<file path="src/rtl/serial_sub_pkg.sv">
// Shared types for the bit-serial subtractor.
// Provides the FSM state encoding and the default operand width.
package serial_sub_pkg;

  typedef enum logic [1:0] {
    IDLE = 2'd0,
    RUN  = 2'd1,
    DONE = 2'd2
  } state_t;

  localparam int SERIAL_SUB_WIDTH_DEFAULT = 8;

endpackage

</file>
<file path="src/rtl/fs_cell.sv">
// One-bit full subtractor: d = x - y - bi, bo = borrow out.
// Ports: x, y, bi in; d, bo out. Purely combinational.
module fs_cell (
  input  logic x,
  input  logic y,
  input  logic bi,
  output logic d,
  output logic bo
);

  assign d  = x ^ y ^ bi;
  assign bo = (~x & y) | (~x & bi) | (y & bi);

endmodule

</file>
<file path="src/rtl/serial_sub_fsm.sv">
// Bit-serial WIDTH-bit subtractor diff = a - b - bin, LSB first,
// with valid/ready handshakes on operand and result sides.
// Ports: clk, rst (sync, active high); in_valid/in_ready/a/b/bin;
// out_valid/out_ready/diff/bout; ovf only with SERIAL_SUB_OVF_EN.
module serial_sub_fsm
  import serial_sub_pkg::*;
#(
  parameter int WIDTH = SERIAL_SUB_WIDTH_DEFAULT
) (
  input  logic             clk,
  input  logic             rst,
  input  logic             in_valid,
  output logic             in_ready,
  input  logic [WIDTH-1:0] a,
  input  logic [WIDTH-1:0] b,
  input  logic             bin,
  output logic             out_valid,
  input  logic             out_ready,
  output logic [WIDTH-1:0] diff,
`ifdef SERIAL_SUB_OVF_EN
  output logic             bout,
  output logic             ovf
`else
  output logic             bout
`endif
);

  localparam int CW = $clog2(WIDTH + 1);

  state_t           state_q, state_d;
  logic [WIDTH-1:0] a_q, a_d;
  logic [WIDTH-1:0] b_q, b_d;
  logic [WIDTH-1:0] res_q, res_d;
  logic [WIDTH-1:0] diff_q, diff_d;
  logic [CW-1:0]    cnt_q, cnt_d;
  logic             br_q, br_d;
  logic             bout_q, bout_d;
`ifdef SERIAL_SUB_OVF_EN
  logic             ovf_q, ovf_d;
`endif

  logic             d_bit;
  logic             bo_bit;
  logic             last;
  logic [WIDTH-1:0] res_sh;

  fs_cell u_fs (
    .x  (a_q[0]),
    .y  (b_q[0]),
    .bi (br_q),
    .d  (d_bit),
    .bo (bo_bit)
  );

  assign last   = (cnt_q == CW'(WIDTH - 1));
  // new bit enters at the MSB; works for WIDTH=1 too
  assign res_sh = (res_q >> 1) | (WIDTH'(d_bit) << (WIDTH - 1));

  always_comb begin
    state_d = state_q;
    a_d     = a_q;
    b_d     = b_q;
    res_d   = res_q;
    diff_d  = diff_q;
    cnt_d   = cnt_q;
    br_d    = br_q;
    bout_d  = bout_q;
`ifdef SERIAL_SUB_OVF_EN
    ovf_d   = ovf_q;
`endif
    unique case (state_q)
      IDLE: begin
        if (in_valid) begin
          a_d     = a;
          b_d     = b;
          br_d    = bin;
          cnt_d   = '0;
          state_d = RUN;
        end
      end
      RUN: begin
        a_d   = a_q >> 1;
        b_d   = b_q >> 1;
        br_d  = bo_bit;
        res_d = res_sh;
        cnt_d = cnt_q + CW'(1);
        if (last) begin
          diff_d  = res_sh;
          bout_d  = bo_bit;
`ifdef SERIAL_SUB_OVF_EN
          // a_q[0]/b_q[0] hold the operand MSBs here
          ovf_d   = (a_q[0] ^ b_q[0]) & (a_q[0] ^ d_bit);
`endif
          state_d = DONE;
        end
      end
      DONE: begin
        if (out_ready) state_d = IDLE;
      end
      default: state_d = IDLE;
    endcase
  end

  always_ff @(posedge clk) begin
    if (rst) begin
      state_q <= IDLE;
      a_q     <= '0;
      b_q     <= '0;
      res_q   <= '0;
      diff_q  <= '0;
      cnt_q   <= '0;
      br_q    <= 1'b0;
      bout_q  <= 1'b0;
`ifdef SERIAL_SUB_OVF_EN
      ovf_q   <= 1'b0;
`endif
    end else begin
      state_q <= state_d;
      a_q     <= a_d;
      b_q     <= b_d;
      res_q   <= res_d;
      diff_q  <= diff_d;
      cnt_q   <= cnt_d;
      br_q    <= br_d;
      bout_q  <= bout_d;
`ifdef SERIAL_SUB_OVF_EN
      ovf_q   <= ovf_d;
`endif
    end
  end

  assign in_ready  = ~rst & (state_q == IDLE);
  assign out_valid = (state_q == DONE);
  assign diff      = diff_q;
  assign bout      = bout_q;
`ifdef SERIAL_SUB_OVF_EN
  assign ovf       = ovf_q;
`endif

endmodule
</file>
<file path="config.mk">
export PLATFORM = sky130hd
export DESIGN_NAME = serial_sub_fsm
export DESIGN_NICKNAME = d
export VERILOG_FILES = /design/src/rtl/serial_sub_pkg.sv /design/src/rtl/fs_cell.sv /design/src/rtl/serial_sub_fsm.sv
export SDC_FILE = /design/constraint.sdc
export NUM_CORES = 1
export LEC_CHECK = 0
export CORE_MARGIN = 2
export CORE_UTILIZATION = 44
export CTS_CLUSTER_SIZE = 10
export DETAILED_ROUTE_END_ITERATION = 10
export PLACE_DENSITY = 0.77
export SYNTH_ARGS = -nofsm -noshare
export SYNTH_HDL_FRONTEND = slang
export SYNTH_SLANG_ARGS = --single-unit
export TNS_END_PERCENT = 5
</file>
<file path="constraint.sdc">
create_clock -name clk -period 2.7 [get_ports clk]
set_input_delay 0.27 -clock clk [delete_from_list [all_inputs] [get_ports clk]]
set_output_delay 0.27 -clock clk [all_outputs]
set_load 0.01 [all_outputs]
</file>
Word level (Yosys, flattened, before mapping)
Index checks and enable logic that the tools add are counted.
Cells by class
  magnitude comparators: 0
  eq/ne operators: 6
  reduce and logical (&&, ||, !) cells: 5
  shifts and indexed selects: 0
  add/subtract/negate cells: 1
  multiplexer cells: 12
  multipliers: 0
  bitwise gates (word level): 11
  divide/modulo/power cells: 0
Operators by type and width (number)
  $pmux 8 s2: 2
  $mux 8: 2
  $or 7x8->8: 1
  $pmux 4 s2: 1
  $mux 2: 3
  $pmux 2 s3: 1
  $add 4x1->4 const B: 1
  $and 1x1->1: 4
  $eq 4x3->1 const B: 1
  $mux 4: 1
  $ne 2x2->1 const B: 2
  $reduce_and 2->1: 2
  $reduce_and 3->1: 1
  $eq 2x1->1 const B: 1
  $eq 2x2->1 const B: 1
  $logic_not 2->1: 1
  $ne 2x1->1 const B: 1
  $not 1->1: 2
  $or 1x1->1: 2
  $pmux 1 s2: 1
  $reduce_bool 2->1: 1
  $xor 1x1->1: 2
  $mux 1: 1
Word-level totals
  input bits: 21
  bits in writable memories: 0
  memories: 0
  latch bits: 0
  ROM bits: 0
  bits in registers: 40

Logic depth before layout (Yosys ltp)
  depth after elaboration: 5
  depth in mapped cells: 5
  mapped depth without buffers: 4

Cells and area by module
A second synthesis with hierarchy kept.
Unflattened totals
  cells, all modules: 212
  area total of the unflattened synthesis: 1841.8 µm²
Modules (own cells, without submodules)
  serial_sub_fsm: times used 1, area each 1814.2 µm², cells each 209, seq. area each 780.7 µm²
  fs_cell: times used 1, area each 27.5 µm², cells each 3, seq. area each 0.0 µm²

Worst setup path before layout
No wires, ideal clock.
  path kind: register to register
  from: register cnt_q[0]
  to: register diff_q[7] (netlist: diff[7])
  arrival time: 1.130 ns
  data required time: 2.609 ns
  clock period less this slack: 1.221 ns
  cell stages (with the launch flop): 6
  path buffers: 1
  slack: 1.479 ns
  cells stage by stage: dfxtp_1 > ha_1 > and3b_1 > buf_2 > a21oi_1 > a311oi_1
Between the ends
  longest elaborated chain between the ends: 2
RTL lines
  start: declaration: line serial_sub_fsm.sv:35  | logic [CW-1:0] cnt_q, cnt_d;
  start signal: assignment: line serial_sub_fsm.sv:123  | cnt_q <= cnt_d;
  $eq 4x3->1: line serial_sub_fsm.sv:55  | assign last = (cnt_q == CW'(WIDTH - 1));
  $reduce_and 2->1 (no line)
  end signal: assignment: line serial_sub_fsm.sv:122  | diff_q <= diff_d;
  end: declaration: line serial_sub_fsm.sv:34  | logic [WIDTH-1:0] diff_q, diff_d;
No other way between the ends.
A chain may end at the register's enable or synchronous reset.

Worst setup path in the final report
  from: register state_q[0]
  to: output in_ready
Between the ends
  longest elaborated chain between the ends: 2
RTL lines
  start: declaration: line serial_sub_fsm.sv:30  | state_t state_q, state_d;
  start signal: assignment: line serial_sub_fsm.sv:118  | state_q <= state_d;
  $logic_not 2->1: line serial_sub_fsm.sv:132  | assign in_ready = ~rst & (state_q == IDLE);
  $and 1x1->1: line serial_sub_fsm.sv:132
  end: declaration: line serial_sub_fsm.sv:13  | output logic in_ready,
No other way between the ends.

==> results.md <==
* Outcome: finished clean
* Clock tree buffer depth at 2
* Final Setup Violations at 0
* CTS Buf Count at 5
* Avg Inst Size Synth at 8.925 µm²
* Die width at 65.75 µm
* Crit path capture type: output pin
* Routed vias/inst at 5.225
* Max cap viols at 0
* Worst hold path class: register to register
* Top cell type by total area after synthesis: dfxtp_1
* Hold depth at 2
* Pwr Total at 1141 µW
* Most common cell after layout, fill and taps aside: dfxtp_1
* Die Span Y at 65.75 µm
* Max Freq at 0.5434 GHz
* Wirelength, routed at 3178 µm
* CP Max Fanout at 12
* Slew Viols, Final at 0
* Resize count post-CTS at 0
* Total Die Area at 4323 µm²
* Reg2Reg Depth at 4
* Reg clk slew, reported paths at 0.07 ns
* Place WS at 0.8733 ns
* Drt wl/cell at 12.13 µm
* Hold-fix buffers at CTS at 0
* Vias in the first global route at 1369
* Yosys top cell area share at 46.53%
* Slowest stage cell, crit path: clkdlybuf4s50_1
* H-tree Lvls at 2
* Fin worst setup slack at 0.8599 ns
* Gr usage total at 16.91%
* Via count at 1369
* Detailed-route DRC error count at 0
* Layout cells sized above 1 at 10.75%
* PwrDens at 549.4 nW/µm²
* Total grt overflow at 0
* Pin count of the biggest net entering global routing at 40
* Worst clock skew at 0.002426 ns
* Post-Layout Cell Count at 262
* VDD IR max at 262.0 µV
* CTS tree: yes
* Largest cells by area after synthesis: dfxtp_1 47%, a211oi_1 7.2%, nor2_1 6.5%, a21bo_2 4.8%, a21oi_1 4.8%
* Setup TNS at 0 ns
* Register area share after synthesis at 46.53%
* P&R area growth vs syn at 23.79%
* Syn nets at 211
* Cell count after synthesis at 188
* Synth Register Bits at 39
* Cell count after placement at 255
* Post-route ant nets at 0
* Top_reg_cell synth: dfxtp_1
* Rel. slew slack at 55.65%
* I/O Pins at 32
* Crit Reg-Reg Startpoint: cnt_q[0]
* Multi-input gate area at 800.8 µm²
* Initial Util at 45.83%
* Critical Path Start Type: register
* Root buffer cell: clkbuf_8
* FF-to-FF End: diff[7]
* Final worst path period share at 68.15%
* WHS Endpoint: res_q[1]
* Hpwl dp at 2041 µm
* Asr flop ratio synth at 0%
* Site Rows at 22
* Critical path arrival at 1.57 ns
* Delay-heaviest family, CP: buffers and inverters
* Final number of hold-violating endpoints at 0
* Post-layout min period at 1.840 ns
* Register area at 780.7 µm²
* Worst slew pin tran at 0.6653 ns
* Number of flops mapped to enable cells by yosys at 0
* Critical path's largest stage delay at 0.58 ns
* Synth cell types at 31
* Worst Path Buf+Inv at 1
* Most frequent cells in the layout: 39 x dfxtp_1, 31 x clkdlybuf4s50_1, 29 x nor2_1
* First-pass GRT wire length at 5733 µm
* Setup CP Type: register to output pin
* Layout filler cell count at 346
* Yosys warning count at 0
* PortBufs at 31
* Core area at 3661 µm²
* Reg2Reg Setup Slack at 1.06 ns
* Initial DRC Count at 109
* Fin util at 56.73%
* RSZ-0062 raised after global routing: false
* Clk Latency, worst-skew pair at 0.28 ns
* Worst hold start: res_q[1]
* CP required at 2.43 ns
* 1st-pass router iterations at 5
* Final Wtd Congestion at 0.7314
* Clk sink count at 39
* Antenna diodes at 0
* Leakage power total at 0.0007372 µW
* Final net count at 237
* Mapped Area at 1678 µm²
* Worst path cell trace: nor3_1, clkdlybuf4s50_1
* Post-CTS setup buffer count at 0
* Initial antenna violation count at 0
## cell usage after synthesis, types with 2 or more instances
cell and number:
dfxtp_1 39, nor2_1 29, a211oi_1 16, a21oi_1 16, nand2_1 16, nand3_1 10, a21bo_2 8, o2bb2ai_1 8
o22ai_1 7, clkbuf_1 6, buf_2 4, buf_4 4, inv_1 4, a22oi_1 2, a32oi_1 2, nor2b_1 2
## tightest hold or removal path, delay by kind of cell (launching register included)
family,cells,cell delay (ns)
flops,1,0.31
simple gates,1,0.05
compound gates,1,0.05
## metrics by stage
stage / instance area [µm²] / hold slack (ns)
global route: 2077 / 0.4720
global placement: 1989 / 0.4442
CTS: 2077 / 0.4567
floorplan: 1678 / 0.4366
detailed placement: 1989 / 0.4468
finish: 2077 / 0.4586
## worst max-delay path by stage
| stage | from | to | slack, ns | cells past startpoint |
|---|---|---|---|---|
| after floorplan | cnt_q[0] | diff[7] | 1.48 | 5 |
| after global placement | in_valid | a_q[3] | 0.89 | 4 |
| after detailed placement | in_valid | a_q[4] | 0.87 | 4 |
| after CTS | state_q[0] | in_ready | 0.85 | 2 |
| after global routing | state_q[0] | in_ready | 0.78 | 2 |
| final | state_q[0] | in_ready | 0.86 | 2 |
## state kept, by name (all words and copies together), names as in the netlist
register and cells:
bout 1, diff 8, cnt_q 4, b_q 8
a_q 8, res_q 7, state_q 2, br_q 1
## final cells by class
class	instances	share of cell area (%)
Clock buffer	6	3.976
Multi-Input combinational cell	130	38.55
Tap cell	48	2.892
Sequential cell	39	37.59
Timing Repair Buffer	34	16.02
Clock inverter	1	0.2410
Inverter	4	0.7229
## power breakdown
group          internal [µW]  switching, µW
clock network            200            184
registers                602           19.0
logic                   67.8           68.4
## layer usage
layer | share of wire (%) | vias to the layer above | GRT usage [%]
met5 | 0 | - | 0
met4 | 0.85 | 0 | 6.250
met3 | 4.0 | 2 | 4.281
met2 | 44 | 24 | 27.27
met1 | 52 | 617 | 21.74
li1 | - | 726 | -
## cells by family (layout without fill, tap and decap cells)
group,Yosys count,in the layout,synth area share (%)
flip-flops,39,39,46.53
AO/OA/AOI/OAI,65,65,28.71
adder cells (fa/ha/maj),2,2,1.939
multiplexers,1,1,0.5966
buffers and inverters,19,45,5.891
AND/OR/NAND/NOR,62,62,16.33
No activity file was read; power rests on OpenSTA's default activity.
